--- src/rtl/pipe_stage_skid.sv ---
// ---------------------------------------------------------------------------
// pipe_stage_skid
//
// Generic pipeline-stage register with a valid/ready handshake and a
// two-entry skid buffer. The stage payload fields are packed into one
// DATA_W-wide bus. in_ready comes straight from a flop, so a stall at the
// output never ripples combinationally back into the previous stage. A
// flush squashes every buffered entry.
//
// Parameters
//   DATA_W         width of the packed stage payload
//   ZERO_ON_FLUSH  1: flush also clears the payload regs, 0: valid bits only
//
// Ports
//   CLK        in   1       clock, rising edge
//   nRST       in   1       asynchronous reset, active-low
//   flush      in   1       synchronous squash of all held entries
//   in_valid   in   1       upstream stage has a payload
//   in_ready   out  1       stage can accept (registered)
//   in_data    in   DATA_W  upstream payload
//   out_valid  out  1       main entry valid
//   out_ready  in   1       downstream accepts
//   out_data   out  DATA_W  main entry payload (always the oldest entry)
//   occupancy  out  2       number of entries held: 0, 1 or 2
// ---------------------------------------------------------------------------
module pipe_stage_skid #(
    parameter int DATA_W        = 128,
    parameter bit ZERO_ON_FLUSH = 1'b1
) (
    input  logic              CLK,
    input  logic              nRST,
    input  logic              flush,
    input  logic              in_valid,
    output logic              in_ready,
    input  logic [DATA_W-1:0] in_data,
    output logic              out_valid,
    input  logic              out_ready,
    output logic [DATA_W-1:0] out_data,
    output logic [1:0]        occupancy
);

    // The state encoding doubles as the valid bits: bit 0 is main_v and
    // bit 1 is skid_v, so the handshake outputs are pure flop outputs.
    typedef enum logic [1:0] {
        EMPTY = 2'b00,
        ONE   = 2'b01,
        FULL  = 2'b11
    } state_t;

    state_t            state;
    state_t            state_nxt;
    logic              main_v;
    logic              skid_v;
    logic [DATA_W-1:0] main_d;
    logic [DATA_W-1:0] skid_d;
    logic [DATA_W-1:0] main_d_nxt;
    logic [DATA_W-1:0] skid_d_nxt;
    logic              acc;
    logic              fire;

    assign main_v    = state[0];
    assign skid_v    = state[1];

    assign in_ready  = ~skid_v;
    assign out_valid = main_v;
    assign out_data  = main_d;
    assign occupancy = {1'b0, main_v} + {1'b0, skid_v};

    assign acc  = in_valid & in_ready;
    assign fire = out_valid & out_ready;

    // State and payload registers. Reset clears everything so that the
    // outputs show an empty, zeroed stage as soon as nRST falls.
    always_ff @(posedge CLK or negedge nRST) begin
        if (!nRST) begin
            state  <= EMPTY;
            main_d <= '0;
            skid_d <= '0;
        end else begin
            state  <= state_nxt;
            main_d <= main_d_nxt;
            skid_d <= skid_d_nxt;
        end
    end

    // Next-state and payload steering. Flush wins over everything; a
    // payload offered in the flush cycle is dropped, while a downstream
    // fire in that cycle has already been consumed by the next stage.
    // When the skid entry drains into main, the skid payload is left as
    // is because skid_v already marks it stale.
    always_comb begin
        state_nxt  = state;
        main_d_nxt = main_d;
        skid_d_nxt = skid_d;

        if (flush) begin
            state_nxt = EMPTY;
            if (ZERO_ON_FLUSH) begin
                main_d_nxt = '0;
                skid_d_nxt = '0;
            end
        end else begin
            case (state)
                EMPTY: begin
                    if (acc) begin
                        state_nxt  = ONE;
                        main_d_nxt = in_data;
                    end
                end
                ONE: begin
                    if (acc && fire) begin
                        main_d_nxt = in_data;
                    end else if (acc) begin
                        state_nxt  = FULL;
                        skid_d_nxt = in_data;
                    end else if (fire) begin
                        state_nxt  = EMPTY;
                    end
                end
                FULL: begin
                    if (fire) begin
                        state_nxt  = ONE;
                        main_d_nxt = skid_d;
                    end
                end
                default: begin
                    state_nxt = EMPTY;
                end
            endcase
        end
    end

endmodule

--- config.mk ---
export PLATFORM = sky130hd
export DESIGN_NAME = pipe_stage_skid
export DESIGN_NICKNAME = d
export VERILOG_FILES = /design/src/rtl/pipe_stage_skid.sv
export SDC_FILE = /design/constraint.sdc
export NUM_CORES = 1
export LEC_CHECK = 0
export BUFFER_PORTS_ARGS = -buffer_cell sky130_fd_sc_hd__buf_2
export CORE_MARGIN = 4
export CORE_UTILIZATION = 45
export CTS_BUF_LIST = sky130_fd_sc_hd__clkbuf_8
export CTS_CLUSTER_DIAMETER = 200
export CTS_CLUSTER_SIZE = 12
export DETAILED_ROUTE_END_ITERATION = 6
export PLACE_DENSITY = 0.75
export SLEW_MARGIN = 20
export SYNTH_ARGS = -nofsm -noshare
export SYNTH_HDL_FRONTEND = slang
export SYNTH_SLANG_ARGS = --single-unit
--- constraint.sdc ---
create_clock -name CLK -period 2.4 [get_ports CLK]
set_clock_uncertainty 0.1 [all_clocks]
set_input_delay 0.48 -clock CLK [delete_from_list [all_inputs] [get_ports CLK]]
set_output_delay 0.48 -clock CLK [all_outputs]
set_load 0.02 [all_outputs]
==> results_tabular.tex <==
\begin{tabular}{lr}
\hline
Metric & Value \\
\hline
\multicolumn{2}{l}{\textbf{Hold path}} \\
\quad End point of the most critical hold path & skid\_d[98] \\
\quad Path type of the worst min-delay path & input pin to flip-flop \\
\quad Hold Crit Start & in\_data[98] \\
\quad Cell count of the worst hold path & 2 \\
\multicolumn{2}{l}{\textbf{Synth}} \\
\quad Post-synth top area cell & sky130\_fd\_sc\_hd\_\_dfrtp\_1 \\
\quad Main area contributors after synthesis & sky130\_fd\_sc\_hd\_\_dfrtp\_1, sky130\_fd\_sc\_hd\_\_mux2\_4, sky130\_fd\_sc\_hd\_\_mux2i\_1 \\
\quad Count of warnings emitted by yosys & 0 \\
\quad Mapped Cells & 868 \\
\quad Number of synthesized register bits & 258 \\
\quad Register area share after synthesis & 54.5\% \\
\quad Fraction of synthesized cell area taken by the top area cell type & 54.5\% \\
\quad Distinct cells, synth & 26 \\
\quad Netlist area before placement & between 10000 and 15000 um\^{}2 \\
\quad Post-synthesis net count & about 1000 \\
\quad Synth Area per Inst & about 14 um\^{}2 \\
\multicolumn{2}{l}{\textbf{Detailed routing}} \\
\quad Ratio of routed vias to standard cells & approximately 5.4 \\
\quad Number of remaining DRC errors & 0 \\
\quad Number of violations reported at the end of detailed-routing iteration 0 & roughly 470 \\
\quad Wire per inst & 19.8 um \\
\quad Routed Antenna Nets & 0 \\
\quad Vias after detailed routing & 7934 \\
\quad Drt pass-1 iters & 4 \\
\quad Sum of routed wire length over all layers & 28900 um \\
\multicolumn{2}{l}{\textbf{Power and ir drop}} \\
\quad Total Power Consumption & 15.3 mW \\
\quad Power density of the placed cells & 1090 nW/um\^{}2 \\
\quad Maximum ir drop on the vdd rail & between 0.5 and 0.6 mV \\
\quad Leakage power of the design & 6.99 nW \\
\multicolumn{2}{l}{\textbf{Placement}} \\
\quad Final GP Congestion & 0.804 \\
\quad Post-detailed-placement half-perimeter wirelength & around 18000 um \\
\quad Buffers added on ports & 264 \\
\multicolumn{2}{l}{\textbf{Critical path}} \\
\quad FF-to-FF setup slack & 0.08 ns \\
\quad Arrival time of data at the critical path endpoint & about 2.7 ns \\
\quad Type of the setup path with the least slack & flip-flop to flip-flop \\
\quad Critical path peak fanout & 17 \\
\quad Kind of start point of the critical path & flip-flop \\
\quad Endpoint required time on the critical path & roughly 2.7 ns \\
\quad Crit Reg-Reg Startpoint & state[0] \\
\quad FF-to-FF End & out\_data[32] \\
\quad Capturing element type of the critical path & flip-flop \\
\quad Worst reg2reg path depth & 6 \\
\multicolumn{2}{l}{\textbf{Timing}} \\
\quad Worst slew margin & 54.5\% \\
\quad Max-slew violation count & 0 \\
\quad RSZ-0062 raised after global routing & no \\
\quad Final setup fails & 0 \\
\quad Setup TNS after final layout & 0 ns \\
\quad Actual slew at the worst max-slew pin & 0.682 ns \\
\quad Number of hold violations in the final report & 0 \\
\quad Final period util & 96.5\% \\
\quad Peak clock frequency supported by timing & 432 MHz \\
\quad Final critical-path required period & 2.32 ns \\
\multicolumn{2}{l}{\textbf{Finish}} \\
\quad Core occupancy in the finished layout & 54.1\% \\
\quad Net count of the finished layout & 1261 \\
\quad Fraction of layout instances using a drive strength above 1 & 39.5\% \\
\quad Area added between synthesis and finish & 18.6\% \\
\multicolumn{2}{l}{\textbf{Floorplanning}} \\
\quad Horizontal die dimension & 170 um \\
\quad Core ar. & 26000 um\^{}2 \\
\quad Total Die Area & $\sim$29000 um\^{}2 \\
\quad Number of ports placed on the die boundary & approximately 270 \\
\quad Die span in y & around 170 um \\
\quad Total number of placement rows & 59 \\
\quad Starting density of the core & 45.6\% \\
\multicolumn{2}{l}{\textbf{Global route}} \\
\quad Wire length of the first global-routing pass & 46000 um \\
\quad Largest net degree at the start of global routing & 130 \\
\quad GRT Resource Usage Total & 19.4\% \\
\quad Initial antenna violation count & 1 \\
\quad Grt ovf & 0 \\
\quad Vias in the first global route & approximately 8400 \\
\multicolumn{2}{l}{\textbf{Clock tree}} \\
\quad Library cell used as clock root buffer & sky130\_fd\_sc\_hd\_\_clkbuf\_8 \\
\quad Post-CTS Repair Setup Buffers & 0 \\
\quad Bufs on Longest Clock Path & 3 \\
\quad CTS H-tree depth & 1 \\
\quad Clock transition at the registers of the reported paths & roughly 0.090 ns \\
\quad Number of buffers created by CTS & 25 \\
\quad Latest clock arrival within the worst-skew pair & 0.55 ns \\
\quad Total clock sinks & 258 \\
\quad TritonCTS clock tree & done \\
\multicolumn{2}{l}{\textbf{Run}} \\
\quad Maximum Capacitance Violations & 0 \\
\multicolumn{2}{l}{\textbf{Outcome}} \\
\quad Status & complete, no violations \\
\hline
\end{tabular}
==> power by group <==
group	switching (mW)	internal, mW
Clock	1.39	0.939
Combinational	3.48	3.15
Sequential	0.762	5.57
==> worst max-delay path, stage by stage, from the launching register on <==
cell and delay [ns]:
sky130_fd_sc_hd__dfrtp_2 0.46, sky130_fd_sc_hd__ha_4 0.23, sky130_fd_sc_hd__or4_4 0.53, sky130_fd_sc_hd__nand3_4 0.12
sky130_fd_sc_hd__buf_12 0.20, sky130_fd_sc_hd__buf_12 0.21, sky130_fd_sc_hd__mux2_4 0.32
==> layout by cell type, fill, tap and decap left out, types with 2 or more instances in the layout <==
cell type                   count
sky130_fd_sc_hd__buf_2        262
sky130_fd_sc_hd__dfrtp_1      256
sky130_fd_sc_hd__mux2i_1      129
sky130_fd_sc_hd__nor2_1       129
sky130_fd_sc_hd__a22o_1       128
sky130_fd_sc_hd__mux2_4       100
sky130_fd_sc_hd__clkbuf_8      25
sky130_fd_sc_hd__mux2_1        20
sky130_fd_sc_hd__buf_4         19
sky130_fd_sc_hd__buf_12        15
sky130_fd_sc_hd__mux2_2         9
sky130_fd_sc_hd__inv_1          3
sky130_fd_sc_hd__nand2_1        3
sky130_fd_sc_hd__ha_1           3
sky130_fd_sc_hd__nor2b_1        2
sky130_fd_sc_hd__bufbuf_16      2
sky130_fd_sc_hd__dfrtp_2        2
==> routing by layer <==
| layer | vias up | GRT usage [%] | wire length (um) |
|---|---|---|---|
| li1 | 3609 | - | - |
| met1 | 4071 | 27.2 | 12800 |
| met2 | 218 | 31.4 | 13800 |
| met3 | 36 | 4.00 | 1860 |
| met4 | 0 | 4.06 | 436 |
| met5 | - | 0 | 0 |
==> cells by family (layout without fill, tap and decap cells) <==
logic type,Yosys count,after routing,share of synthesized area [%]
buffers and inverters,75,331,4.30
other,0,1,0
multiplexers,258,258,26.3
XOR/XNOR,1,1,0.0739
flip-flops,258,258,54.5
AND/OR/NAND/NOR,138,138,4.57
adder cells (fa/ha/maj),4,4,0.422
AO/OA/AOI/OAI,134,134,9.81
==> flip-flops by register name (all words and copies together), names as in the netlist <==
| signal | flops |
|---|---|
| out_data | 128 |
| skid_d | 128 |
| state | 2 |
==> layout make-up <==
class	count	area, um^2
Fill cell	2208	11900
Timing Repair Buffer	301	1870
Clock buffer	25	344
Sequential cell	258	6460
Inverter	3	11.3
Multi-Input combinational cell	535	4930
Clock inverter	2	16.3
Tap cell	335	419
Antenna cell	1	2.50
==> worst max path at each step <==
stage	startpoint	to	slack, ns	cells past startpoint
after floorplan	state[0]	out_data[0]	0.06	7
after global placement	state[0]	out_data[35]	0.13	7
after detailed placement	state[0]	out_data[32]	0.06	7
after CTS	state[0]	occupancy[1]	0.04	3
after global routing	state[0]	out_data[32]	0.02	6
final	state[0]	out_data[32]	0.08	6
==> per-stage QoR <==
stage	hold slack [ns]	std cells	area [um^2]	worst slack [ns]
after floorplan	0.0844	868	11900	0.0619
after global placement	0.332	1429	13600	0.127
after detailed placement	0.330	1429	13600	0.0570
after CTS	0.0156	1459	14000	0.0379
after global routing	0.0220	1460	14100	0.0247
final	0.0583	1460	14100	0.0843
==> cell usage after synthesis (all sizes together) <==
cell    number
a211o        1
a21boi       1
a21oi        1
a22o       128
a31oi        1
a32oi        1
buf         37
clkbuf      35
dfrtp      258
ha           4
inv          3
mux2       129
mux2i      129
nand2        3
nand2b       1
nand3        1
nor2       129
nor2b        3
o21ai        1
or4          1
xnor2        1
==> timing repair <==
action	CTS	global route
cloned	2	0
hold endpoints to repair	42	0
gates resized for setup	1	4
hold buffers	1	0
setup endpoints to repair	1	136
No activity file was read; power rests on OpenSTA's default activity.
